<file path="src/rtl/prirv32_ifetch.sv">
`timescale 1ns/1ps
// priRV32 instruction fetch front end: owns the fetch PC, issues credit-limited
// word requests to instruction memory and buffers returned words with their PCs.
module prirv32_ifetch #(
   parameter logic [31:0] RESET_PC   = 32'h0000_0000,
   parameter int          FIFO_DEPTH = 2
) (
   input  logic        clk,
   input  logic        reset,
   input  logic        enable,
   input  logic        redirect_valid,
   input  logic [31:0] redirect_pc,
   output logic        imem_req_valid,
   input  logic        imem_req_ready,
   output logic [31:0] imem_req_addr,
   input  logic        imem_rsp_valid,
   input  logic [31:0] imem_rsp_data,
   output logic        inst_valid,
   input  logic        inst_ready,
   output logic [31:0] inst_data,
   output logic [31:0] inst_pc
);
   localparam int AW = (FIFO_DEPTH > 1) ? $clog2(FIFO_DEPTH) : 1;
   localparam int CW = AW + 2;
   localparam logic [CW-1:0] DEPTH_C = CW'(FIFO_DEPTH);
   localparam logic [CW-1:0] ONE_C   = CW'(1);
   localparam logic [AW-1:0] PINC    = AW'(1);

   logic [31:0]   r_fetch_pc;
   logic          r_hold;
   logic          r_redir_pend;
   logic [31:0]   r_redir_pc;
   logic [31:0]   r_fifo_data [FIFO_DEPTH];
   logic [31:0]   r_fifo_pc   [FIFO_DEPTH];
   logic [AW-1:0] r_fifo_wp, r_fifo_rp;
   logic [CW-1:0] r_fifo_cnt;
   logic [31:0]   r_pq_pc     [FIFO_DEPTH];
   logic [AW-1:0] r_pq_wp, r_pq_rp;
   logic [CW-1:0] r_outstanding;
   logic [CW-1:0] r_discard;

   logic          w_pop, w_can_issue, w_accept, w_rsp_keep, w_rsp_drop;
   logic          w_fifo_we, w_pq_we, w_held_stall;
   logic [CW-1:0] w_used, w_out_next;
   logic [31:0]   w_redir_target;

   assign w_pop          = inst_valid & inst_ready;
   assign w_used         = r_fifo_cnt + r_outstanding - (w_pop ? ONE_C : '0);
   assign w_can_issue    = w_used < DEPTH_C;
   assign imem_req_valid = ~reset & (r_hold | (enable & ~redirect_valid & w_can_issue));
   assign imem_req_addr  = r_fetch_pc;
   assign w_accept       = imem_req_valid & imem_req_ready;
   assign w_held_stall   = imem_req_valid & ~imem_req_ready;
   assign w_rsp_keep     = imem_rsp_valid & (r_discard == '0);
   assign w_rsp_drop     = imem_rsp_valid & (r_discard != '0);
   assign w_out_next     = r_outstanding + (w_accept ? ONE_C : '0) - (imem_rsp_valid ? ONE_C : '0);
   assign w_redir_target = redirect_pc & 32'hFFFF_FFFC;
   assign w_fifo_we      = w_rsp_keep & ~redirect_valid;
   // A request accepted after a pending redirect is already stale, so its PC is never queued.
   assign w_pq_we        = w_accept & ~redirect_valid & ~r_redir_pend;

   assign inst_valid = (r_fifo_cnt != '0);
   assign inst_data  = inst_valid ? r_fifo_data[r_fifo_rp] : '0;
   assign inst_pc    = inst_valid ? r_fifo_pc[r_fifo_rp] : '0;

   always_ff @(posedge clk) begin
      if (w_fifo_we) begin
         r_fifo_data[r_fifo_wp] <= imem_rsp_data;
         r_fifo_pc[r_fifo_wp]   <= r_pq_pc[r_pq_rp];
      end
      if (w_pq_we)
         r_pq_pc[r_pq_wp] <= r_fetch_pc;
   end

   always_ff @(posedge clk) begin
      if (reset) begin
         r_fetch_pc    <= RESET_PC;
         r_hold        <= 1'b0;
         r_redir_pend  <= 1'b0;
         r_redir_pc    <= '0;
         r_fifo_wp     <= '0;
         r_fifo_rp     <= '0;
         r_fifo_cnt    <= '0;
         r_pq_wp       <= '0;
         r_pq_rp       <= '0;
         r_outstanding <= '0;
         r_discard     <= '0;
      end else begin
         r_outstanding <= w_out_next;
         r_hold        <= w_held_stall;
         if (redirect_valid) begin
            r_fifo_wp  <= '0;
            r_fifo_rp  <= '0;
            r_fifo_cnt <= '0;
            r_pq_wp    <= '0;
            r_pq_rp    <= '0;
            r_discard  <= w_out_next;
            // A stalled request must keep its address; the jump lands once it is accepted.
            if (w_held_stall) begin
               r_redir_pend <= 1'b1;
               r_redir_pc   <= w_redir_target;
            end else begin
               r_redir_pend <= 1'b0;
               r_fetch_pc   <= w_redir_target;
            end
         end else begin
            if (w_accept) begin
               if (r_redir_pend) begin
                  r_fetch_pc   <= r_redir_pc;
                  r_redir_pend <= 1'b0;
               end else begin
                  r_fetch_pc <= r_fetch_pc + 32'd4;
               end
            end
            if (w_pq_we)
               r_pq_wp <= r_pq_wp + PINC;
            r_discard <= r_discard + ((w_accept & r_redir_pend) ? ONE_C : '0)
                                   - (w_rsp_drop ? ONE_C : '0);
            if (w_rsp_keep) begin
               r_fifo_wp <= r_fifo_wp + PINC;
               r_pq_rp   <= r_pq_rp + PINC;
            end
            if (w_pop)
               r_fifo_rp <= r_fifo_rp + PINC;
            r_fifo_cnt <= r_fifo_cnt + (w_rsp_keep ? ONE_C : '0) - (w_pop ? ONE_C : '0);
         end
      end
   end
endmodule

</file>
<file path="config.mk">
export PLATFORM = sky130hd
export DESIGN_NAME = prirv32_ifetch
export DESIGN_NICKNAME = d
export VERILOG_FILES = /design/src/rtl/prirv32_ifetch.sv
export SDC_FILE = /design/constraint.sdc
export NUM_CORES = 1
export LEC_CHECK = 0
export CELL_PAD_IN_SITES_DETAIL_PLACEMENT = 1
export CELL_PAD_IN_SITES_GLOBAL_PLACEMENT = 2
export CORE_ASPECT_RATIO = 1.75
export CORE_MARGIN = 2
export CORE_UTILIZATION = 36
export CTS_CLUSTER_SIZE = 8
export DETAILED_ROUTE_END_ITERATION = 10
export HOLD_SLACK_MARGIN = 0.1
export PLACE_DENSITY_LB_ADDON = 0.08
export SYNTH_ARGS = -nofsm -noshare
export SYNTH_HDL_FRONTEND = slang
export SYNTH_SLANG_ARGS = --single-unit
</file>
<file path="constraint.sdc">
create_clock -name clk -period 9.6 [get_ports clk]
set_clock_uncertainty 0.1 [all_clocks]
set_input_delay 1.44 -clock clk [delete_from_list [all_inputs] [get_ports clk]]
set_output_delay 1.44 -clock clk [all_outputs]
set_load 0.05 [all_outputs]
</file>
# --- After elaboration in Yosys (flattened, before gate mapping) ---
# Memory sizes are Yosys's and may differ from the RTL's. A register that Yosys moved wholly into a read port is not among the register bits.
# Index checks and enable logic that the tools add are counted.
totals:
  reg_bits: 77
  ramBits: 192
  in_bits: 71
  output_inout_bits: 98
  mem_count: 3
classes:
  add_sub_neg: 13
  n_lt_le_gt_ge: 1
  n_eq_ne: 1
  mux: 26
  bitwise: 17
  n_reduce_logical: 7
memory_table:
  columns: ["memory", "words", "width", "rd", "rd_ports_with_merged_regs", "write_ports", "line", "source"]
  rows:
  - ["r_fifo_data", 2, 32, 1, 1, 1, "33", "logic [31:0] r_fifo_data [FIFO_DEPTH];"]
  - ["r_fifo_pc", 2, 32, 1, 1, 1, "34", "logic [31:0] r_fifo_pc [FIFO_DEPTH];"]
  - ["r_pq_pc", 2, 32, 1, 1, 1, "37", "logic [31:0] r_pq_pc [FIFO_DEPTH];"]
ops:
  columns: ["operator", "count"]
  rows:
  - ["32-bit 2-to-1 mux", 6]
  - ["32-bit by 3-bit adder with 32-bit output (second input constant)", 1]
  - ["1-bit 2-to-1 mux", 19]
  - ["1-bit AND", 12]
  - ["3-bit by 1-bit adder with 3-bit output", 3]
  - ["3-bit by 1-bit subtractor with 3-bit output", 3]
  - ["3-bit nonzero test", 2]
  - ["1-bit adder (second input constant)", 4]
  - ["1-bit NOT", 4]
  - ["2-bit AND reduction", 2]
  - ["3-bit adder", 1]
  - ["3-bit logical NOT", 1]
  - ["3-bit by 2-bit less-than comparator with 1-bit output (second input constant)", 1]
  - ["3-bit 2-to-1 mux", 1]
  - ["3-bit subtractor", 1]
  - ["2-bit != test (second input constant)", 1]
  - ["2-bit nonzero test", 1]
  - ["2-bit OR reduction", 1]
  - ["1-bit bitwise OR", 1]

# --- Longest topological paths before layout ---
# Gate-level depths: netlist of run 1.
depth:
  word_depth: 14
  ltp_mapped: 19

# --- Worst setup path after synthesis of run 1 ---
# OpenSTA, ideal clock, no wires.
synth_path:
  path_kind: "input -> register"
  start: "input redirect_valid"
  end: "memory r_fifo_data[1][0] (enable)"
  setup_time_ps: 571
  arrival_time_ps: 6602
  required_ps: 8929
  path_slack_ps: 2327
  stages: 4
  path_buffers: 3
  path_cell_list: "buf_2 -> clkbuf_1 -> clkbuf_1 -> nor3b_1"
synth_between:
  elab_chain_cells: 4
synth_rtl:
  columns: ["element", "line", "source"]
  rows:
  - ["start: declaration", "11", "input logic redirect_valid,"]
  - ["1-bit NOT", "58", "assign w_fifo_we = w_rsp_keep & ~redirect_valid;"]
  - ["1-bit AND", "58", null]
  - ["1-bit 2-to-1 mux", "67", "if (w_fifo_we) begin"]
  - ["1-bit 2-to-1 mux (not written as such)", "68", "r_fifo_data[r_fifo_wp] <= imem_rsp_data;"]
  - ["end: declaration", "33", null]
# No other way between the ends.

# --- Final worst setup path of run 1 ---
layout_path:
  start: "input inst_ready"
  end: "output imem_req_valid"
layout_between:
  elab_chain_cells: 7
layout_rtl:
  columns: ["element", "line", "source"]
  rows:
  - ["start: declaration", "19", "input logic inst_ready,"]
  - ["1-bit AND", "47", "assign w_pop = inst_valid & inst_ready;"]
  - ["1-bit 2-to-1 mux", "48", "assign w_used = r_fifo_cnt + r_outstanding - (w_pop ? ONE_C : '0);"]
  - ["3-bit subtractor", "48", null]
  - ["3-bit by 2-bit less-than comparator with 1-bit output", "49", "assign w_can_issue = w_used < DEPTH_C;"]
  - ["1-bit AND", "50", "assign imem_req_valid = ~reset & (r_hold | (enable & ~redirect_valid & w_can_issue));"]
  - ["1-bit bitwise OR", "50", null]
  - ["1-bit AND", "50", null]
  - ["end: declaration", "13", "output logic imem_req_valid,"]
# No other way between the ends.

==> flow_summary.yaml, run 1 <==
outcome:
  outcome: "finished clean"
cts:
  numCtsBuffers: 38
  cts.htree.levels: 2
  tritoncts: "yes"
  clkTransAtPathRegs_ps: 50
  cts_resized: 0
  clockBufferDepth: 3
  post_cts_buffers: 0
  cts-hold-fix-buffers: 0
  clk_latency_ps: 520
  cts_num_sinks: 261
  root_buffer: "clkbuf_16"
power_and_ir_drop:
  p_comb_frac: 0.252
  clockPowerShare: 0.348
  swShare: 0.324
  power.switching_uw: 1120
  p_int_uw: 2340
  p_leak_uw: 0.00469
  vdd_drop_max_mv: 0.117
  power_density_mw_per_mm2: 243
  seq_power_share: 0.401
sta:
  relSlewSlack: 0.355
  final_hold_viol_count: 0
  fin_crit_ps: 6010
  rsz0062_at_grt: "false"
  tightestPinTransition_ps: 968
  finalCritPeriodShare: 0.626
  finalSetupViolCount: 0
  fin_tns_setup_ps: 0
  drv_slew: 0
  clock.fmax_mhz: 166
worst_hold_path:
  min-delay-path-class: "reg -> reg"
  hold_end: "r_redir_pc[10]$_SDFFE_PP0P_"
  holdCritStartpoint: "r_redir_pc[10]$_SDFFE_PP0P_"
  holdPathStages: 2
placed_design:
  dp_hpwl_mm: 18.5
  dp.cells: 1436
  gp_congestion: 0.792
  io_buffer_count: 162
detailed_routing:
  vias_per_cell: 5.11
  postRouteAntennaNets: 0
  vias: 7628
  drt-initial-drc-count: 299
  drc: 0
  wl_mm: 28.0
  dr.pass1.iters: 4
  wl_per_cell_um: 18.7
synth:
  yosys-top-cells-area: "edfxtp_1, dfxtp_1, mux2i_1, nor2_1, nand2_1"
  synth.largest_area_cell: "edfxtp_1"
  avgSynthCellArea_um2: 12.1
  synth_edf_count: 184
  synthArstFlopShare: 0
  yosysSeqAreaShare: 0.632
  synth_top_area_share: 0.494
  ys_warn_count: 0
  ys_types: 65
  ys.flop_type: "edfxtp_1"
  synthesis.area_mm2: 0.0112
  ys_ff_latch: 261
  synthCells: 926
setup_path:
  r2r-end: "r_discard[2]$_SDFF_PP0_"
  crit_path_start_kind: "primary input"
  r2r_cells: 20
  endpoint_kind: "primary output"
  reg2reg_from: "r_fifo_cnt[1]$_SDFF_PP0_"
  critPathMaxFanout: 8
  reg2reg_slack_ps: 4780
  crit_type: "in -> out"
  worstPathArrival_ps: 4470
  required_ps: 8060
global_route:
  grt_max_degree: 64
  grt_pass1_vias: 7911
  antenna_found_initial: 0
  grt_pass1_wl_mm: 44.1
  overflow: 0
  grtUsageTotal: 0.175
floorplanning:
  ios: 169
  die_y_um: 237
  row_count: 85
  die_w_um: 137
  design.core.area_mm2: 0.0307
  initial_core_util: 0.364
  die_area_mm2: 0.0326
layout:
  diodes: 0
  fin_cells: 1494
  syn2layout_area_growth_pct: 27.4
  drive_gt1_frac: 0.0979
  fin_nets: 1167
job:
  drv_cap: 0
flip-flops by register name (all words and copies together) (netlist names), named ones only:
register	count
r_pq_pc	60
r_fifo_wp	1
imem_req_addr	30
r_fifo_cnt	3
r_fifo_pc	60
r_outstanding	3
r_hold	1
r_redir_pc	30
r_fifo_data	64
r_pq_wp	1
r_redir_pend	1
r_discard	3
r_pq_rp	1
r_fifo_rp	1
through the flow:
stage	setup slack (ps)	power (uW)	instance area (um2)	hold WS (ps)	util
after detailed placement	3570	2290	13200	344	0.429
after global placement	3570	2280	13200	336	0.429
after CTS	3560	3520	14300	351	0.464
after floorplan	2330	1980	11200	331	-
final	3590	3460	14300	350	0.464
after global routing	3320	3630	14300	374	0.464
layout make-up:
class,count,area (um2)
Tap cell,391,489
Timing Repair Buffer,176,1720
Clock inverter,3,37.5
Multi-Input combinational cell,589,3830
Clock buffer,55,1040
Sequential cell,261,7070
Inverter,19,71.3
Fill cell,3221,16500
cells by family (layout without fill, tap and decap cells):
logic type               count (synthesis)  in the layout  share of synthesized area
XOR/XNOR                                23             23                     0.0180
buffers and inverters                   79            253                     0.0289
other                                    1              4                   0.000335
adder cells (fa/ha/maj)                 11             11                     0.0150
multiplexers                            98             98                     0.0910
flip-flops                             261            261                      0.632
AO/OA/AOI/OAI                          157            157                     0.0915
AND/OR/NAND/NOR                        296            296                      0.124
synth_stat cells, types with 4 or more instances:
library cell	count
nand4_1	14
mux2_2	30
ha_1	7
buf_4	4
dfxtp_1	77
and2_1	5
clkbuf_1	40
o31ai_1	4
nor3b_1	4
mux2i_1	68
o211ai_1	7
nor2b_1	4
xor2_1	9
nand3_1	6
o31a_1	4
a21oi_1	63
o21ai_0	21
fa_1	4
o21a_1	7
nor4_1	6
nand2b_1	9
inv_1	19
nand2_1	97
nor3_1	20
buf_2	9
and3_1	7
a211oi_1	13
and4_1	5
o32ai_1	4
xnor2_1	14
nor2_1	102
buf_1	7
edfxtp_1	184
power by group through the flow:
stage | clock network (uW) | logic [uW] | registers [uW]
2_1_floorplan | 0 | 527 | 1460
3_3_place_gp | 0 | 877 | 1410
3_5_place_dp | 0 | 884 | 1410
4_1_cts | 1250 | 888 | 1390
5_1_grt | 1290 | 942 | 1400
6_report | 1200 | 870 | 1390
routing by layer:
metal  GRT usage  share of wire  up-vias
met5           0              0        -
met4      0.0631          0.025        0
met3      0.0309          0.050       45
met2       0.307           0.51      184
met1       0.211           0.41     3706
li1            -              -     3693
worst max-delay path by stage:
stage / startpoint / endpoint / slack, ps
final: inst_ready / imem_req_valid / 3590
after global routing: r_fifo_cnt[1]$_SDFF_PP0_ / imem_req_valid / 3320
after CTS: inst_ready / imem_req_valid / 3560
after detailed placement: inst_ready / imem_req_valid / 3570
after global placement: inst_ready / imem_req_valid / 3570
after floorplan: redirect_valid / r_fifo_data[1][0]$_DFFE_PP_ / 2330
worst max-delay path, cell delays in order:
cell             delay (ps)
clkdlybuf4s50_1         500
xor2_1                  180
nand2_1                  90
fa_1                    370
xnor2_1                 180
xnor2_1                 560
a21oi_1                 200
nor2_1                  130
clkdlybuf4s50_1         810
layout by cell type, fill, tap and decap left out, types with 9 or more instances in the layout:
master	count
xor2_1	9
buf_4	14
nand2_1	97
nor2_1	102
xnor2_1	14
mux2i_1	68
edfxtp_1	184
nand2b_1	9
clkdlybuf4s50_1	160
a21oi_1	63
nor3_1	17
a211oi_1	13
o21ai_0	21
dfxtp_1	75
clkbuf_1	16
inv_1	19
mux2_2	30
clkbuf_16	39
nand4_1	14
No activity file was read; power rests on OpenSTA's default activity.
==> run 2: changes to the inputs <==
clock period = 6.3 ns   (was 9.6 ns; I/O delays follow)
==> flow_summary.yaml, run 2 (same netlist as run 1, synthesis figures left out) <==
detailed_routing:
  dr.pass1.iters: 4
  vias_per_cell: 5.11
  drc: 0
  postRouteAntennaNets: 0
  drt-initial-drc-count: 328
  vias: 7646
  wl_per_cell_um: 19.7
  wl_mm: 29.5
sta:
  final_hold_viol_count: 0
  finalSetupViolCount: 0
  clock.fmax_mhz: 198
  tightestPinTransition_ps: 938
  whs_ps: 349
  fin_crit_ps: 5050
  rsz0062_at_grt: "false"
  fin_tns_setup_ps: 0
  relSlewSlack: 0.374
  finalCritPeriodShare: 0.802
  drv_slew: 0
cts:
  post_cts_buffers: 0
  cts_num_sinks: 261
  clk_latency_ps: 520
  numCtsBuffers: 38
  cts.htree.levels: 2
  root_buffer: "clkbuf_16"
  clockBufferDepth: 3
  cts-hold-fix-buffers: 0
  cts_resized: 0
  clkTransAtPathRegs_ps: 50
  tritoncts: "yes"
outcome:
  outcome: "finished clean"
floorplanning:
  die_w_um: 137
  row_count: 85
  die_y_um: 237
  ios: 169
  die_area_mm2: 0.0326
  design.core.area_mm2: 0.0307
  initial_core_util: 0.364
setup_path:
  required_ps: 5250
  endpoint_kind: "primary output"
  slowest_stage: "clkdlybuf4s50_1"
  critPathMaxFanout: 8
  crit_path_start_kind: "primary input"
  crit_type: "in -> out"
  crit_path_max_incr_delay_ps: 820
  path_cells: "clkdlybuf4s50_1 > xor2_1 > nand2_1 > fa_1 > xnor2_1 > xnor2_1 > a21oi_1 > nor2_1 > clkdlybuf4s50_1"
  r2r_cells: 19
  worstPathArrival_ps: 4000
layout:
  diodes: 0
  largestRegisters: "r_fifo_data: 64 flops, r_fifo_pc: 60 flops, r_pq_pc: 60 flops"
  final_common_cell: "edfxtp_1"
  drive_gt1_frac: 0.100
  fin_area_mm2: 0.0143
  fin_nets: 1170
  largest_register_ffs: 64
  largest_register: "r_fifo_data"
  syn2layout_area_growth_pct: 27.7
  fillers: 3233
  layout.cells.most_common_list: "edfxtp_1, clkdlybuf4s50_1, nor2_1, nand2_1, dfxtp_1"
global_route:
  grt_max_degree: 63
  antenna_found_initial: 0
  grtUsageTotal: 0.183
  overflow: 0
  grt_pass1_wl_mm: 45.9
  grt_pass1_vias: 7998
placed_design:
  dp_hpwl_mm: 19.7
  gp_congestion: 0.801
  placed_area_mm2: 0.0132
  io_buffer_count: 162
power_and_ir_drop:
  power_density_mw_per_mm2: 371
  vdd_drop_max_mv: 0.208
  p_leak_uw: 0.00471
worst_hold_path:
  holdPathStages: 2
  min-delay-path-class: "reg -> reg"
job:
  drv_cap: 0
-- run 2: changes by cell type in the layout (fill, tap and decap cells not counted), sizes merged --
cell | before | now
buf | 16 | 19
-- run 2: final timing paths --
| kind | start | end | slack [ps] |
|---|---|---|---|
| max | inst_ready | imem_req_valid | 1250 |
| min | r_redir_pc[9]$_SDFFE_PP0P_ | r_redir_pc[9]$_SDFFE_PP0P_ | 350 |
| max reg2reg | r_fifo_cnt[0]$_SDFF_PP0_ | r_discard[2]$_SDFF_PP0_ | 2080 |
| min reg2reg | r_redir_pc[9]$_SDFFE_PP0P_ | r_redir_pc[9]$_SDFFE_PP0P_ | 350 |
-- run 2: metal layers --
| metal | vias up | part of all wire | GRT usage | routed length (um) |
|---|---|---|---|---|
| met5 | - | 0 | 0 | 0 |
| li1 | 3700 | - | - | - |
| met4 | 0 | 0.026 | 0.0584 | 758 |
| met2 | 179 | 0.53 | 0.334 | 15600 |
| met1 | 3720 | 0.40 | 0.213 | 11800 |
| met3 | 47 | 0.045 | 0.0337 | 1320 |
-- run 2: power by group --
group	switching (uW)	leakage (uW)	total, uW	internal, uW
Combinational	883	0.00189	1340	453
Sequential	133	0.00230	2120	1990
Clock	717	0.000517	1840	1130
Total	1730	0.00471	5300	3570
-- run 2: cell type report --
type	count	area (um2)	share of cell area
Multi-Input combinational cell	589	3840	0.269
Sequential cell	261	7070	0.495
Tap cell	391	489	0.0342
Clock buffer	55	1040	0.0725
Clock inverter	3	37.5	0.00263
Inverter	19	71.3	0.00499
Timing Repair Buffer	179	1740	0.122
-- run 2: metrics by stage --
step	std cells	total power, uW	setup slack (ps)	util
3_5_place_dp	1439	3510	1220	0.430
6_report	1497	5300	1250	0.465
5_1_grt	1497	5550	1060	0.465
3_3_place_gp	1439	3500	1230	0.430
2_1_floorplan	929	3020	688	-
4_1_cts	1497	5400	1220	0.465
-- run 2: worst max-delay path: cells and delay by family --
kind / cells / cell delay (ps)
simple gates: 2 / 240
compound gates: 1 / 190
fa+ha+maj: 1 / 390
buf+inv: 2 / 1320
xor+xnor: 3 / 930
==> run 3: changes to the inputs <==
clock period = 5 ns   (was 6.3 ns; I/O delays follow)
==> flow_summary.yaml, run 3 (same netlist as run 1, synthesis figures left out) <==
layout:
  fillers: 3238
  diodes: 0
  syn2layout_area_growth_pct: 27.5
  fin_util: 0.464
  final_common_cell: "edfxtp_1"
  drive_gt1_frac: 0.102
  layout.cells.most_common_list: "edfxtp_1, clkdlybuf4s50_1, nor2_1, nand2_1, dfxtp_1"
  fin_area_mm2: 0.0143
  largest_register: "r_fifo_data"
  largest_register_ffs: 64
  fin_nets: 1172
  largestRegisters: "r_fifo_data: 64 flops, r_fifo_pc: 60 flops, r_pq_pc: 60 flops"
cts:
  cts-hold-fix-buffers: 0
  clk_latency_ps: 520
  clkTransAtPathRegs_ps: 50
  cts_num_sinks: 261
  cts_resized: 0
  tritoncts: "yes"
  cts.htree.levels: 2
  root_buffer: "clkbuf_16"
  clockBufferDepth: 3
  numCtsBuffers: 38
  post_cts_buffers: 0
setup_path:
  reg2reg_slack_ps: 1060
  worstPathArrival_ps: 4280
  endpoint_kind: "flip-flop"
  critPathMaxFanout: 8
  crit_type: "in -> reg"
  required_ps: 5280
  r2r-end: "r_discard[2]$_SDFF_PP0_"
  reg2reg_from: "r_fifo_cnt[0]$_SDFF_PP0_"
  endpoint: "r_discard[2]$_SDFF_PP0_"
  crit_path_start_kind: "primary input"
  worstSetupStartpoint: "inst_ready"
  r2r_cells: 19
sta:
  fin_tns_setup_ps: 0
  finalCritPeriodShare: 0.800
  finalSetupViolCount: 0
  final_hold_viol_count: 0
  drv_slew: 0
  fin_crit_ps: 4000
  clock.fmax_mhz: 250
  relSlewSlack: 0.416
  rsz0062_at_grt: "false"
  tightestPinTransition_ps: 876
global_route:
  grtUsageTotal: 0.184
  grt_max_degree: 63
  overflow: 0
  grt_pass1_wl_mm: 46.3
  antenna_found_initial: 0
  grt_pass1_vias: 8228
power_and_ir_drop:
  power_density_mw_per_mm2: 466
  p_leak_uw: 0.00470
  vdd_drop_max_mv: 0.240
placed_design:
  io_buffer_count: 162
  dp_hpwl_mm: 19.5
  placed_area_mm2: 0.0132
  gp_congestion: 0.806
detailed_routing:
  routed-wl-met3_mm: 1.47
  wl_met2_mm: 15.2
  wl_mm: 29.3
  top_layer: "met4"
  vias: 7741
  drc: 0
  vias_per_cell: 5.17
  m1WireLength_mm: 11.8
  postRouteAntennaNets: 0
  dr.pass1.iters: 4
  drt-initial-drc-count: 304
  wl_per_cell_um: 19.6
floorplanning:
  die_y_um: 237
  design.core.area_mm2: 0.0307
  die_area_mm2: 0.0326
  ios: 169
  die_w_um: 137
  row_count: 85
  initial_core_util: 0.364
worst_hold_path:
  holdCritStartpoint: "r_redir_pc[7]$_SDFFE_PP0P_"
  min-delay-path-class: "reg -> reg"
job:
  drv_cap: 0
outcome:
  outcome: "finished clean"
[run 3: area by class of cell]
cell class                 instances  area (um2)  share of cell area
clock buffer                      54        1010              0.0709
clock inverter                     2        21.3             0.00149
inverter                          19        71.3             0.00500
multi-input combinational        589        3850               0.270
sequential                       261        7070               0.496
tap                              391         489              0.0343
timing repair buffer             181        1750               0.123
[run 3: power by group]
group,internal (uW),total [uW],switching [uW]
logic,587,1710,1130
clock network,1380,2260,884
registers,2510,2670,168
total,4470,6650,2180
[run 3: how the worst min path moves through the flow]
stage | end | slack (ps) | cells past startpoint
2_1_floorplan | r_redir_pc[10]$_SDFFE_PP0P_ | 330 | 2
3_3_place_gp | r_redir_pc[10]$_SDFFE_PP0P_ | 340 | 2
3_5_place_dp | r_redir_pc[8]$_SDFFE_PP0P_ | 340 | 2
4_1_cts | r_redir_pc[8]$_SDFFE_PP0P_ | 350 | 2
5_1_grt | r_redir_pc[13]$_SDFFE_PP0P_ | 380 | 2
6_report | r_redir_pc[7]$_SDFFE_PP0P_ | 350 | 2
[run 3: metrics by stage]
stage | instances | hold slack [ps] | setup slack, ps | total power (uW)
3_5_place_dp | 1441 | 342 | 461 | 4460
4_1_cts | 1497 | 349 | 975 | 6760
5_1_grt | 1497 | 380 | 607 | 6970
2_1_floorplan | 929 | 331 | 328 | 3800
6_report | 1497 | 345 | 999 | 6650
3_3_place_gp | 1441 | 337 | 528 | 4430
[run 3: worst max-delay path, cell delays in order]
cell and delay, ps:
clkdlybuf4s50_1 500, xor2_1 150, nand2_1 80, fa_1 530, nand2_1 190, nor3_1 220, a21o_1 270, inv_1 150
ha_1 290, inv_1 60, ha_1 130, inv_1 50, fa_1 370, xor2_1 180, xnor2_1 140, nor2_1 70
nor2_1 90, a21oi_1 50
[run 3: layer usage]
metal,vias to the layer above,track usage
li1,3696,-
met1,3787,0.217
met2,197,0.331
met3,61,0.0326
met4,0,0.0637
met5,-,0
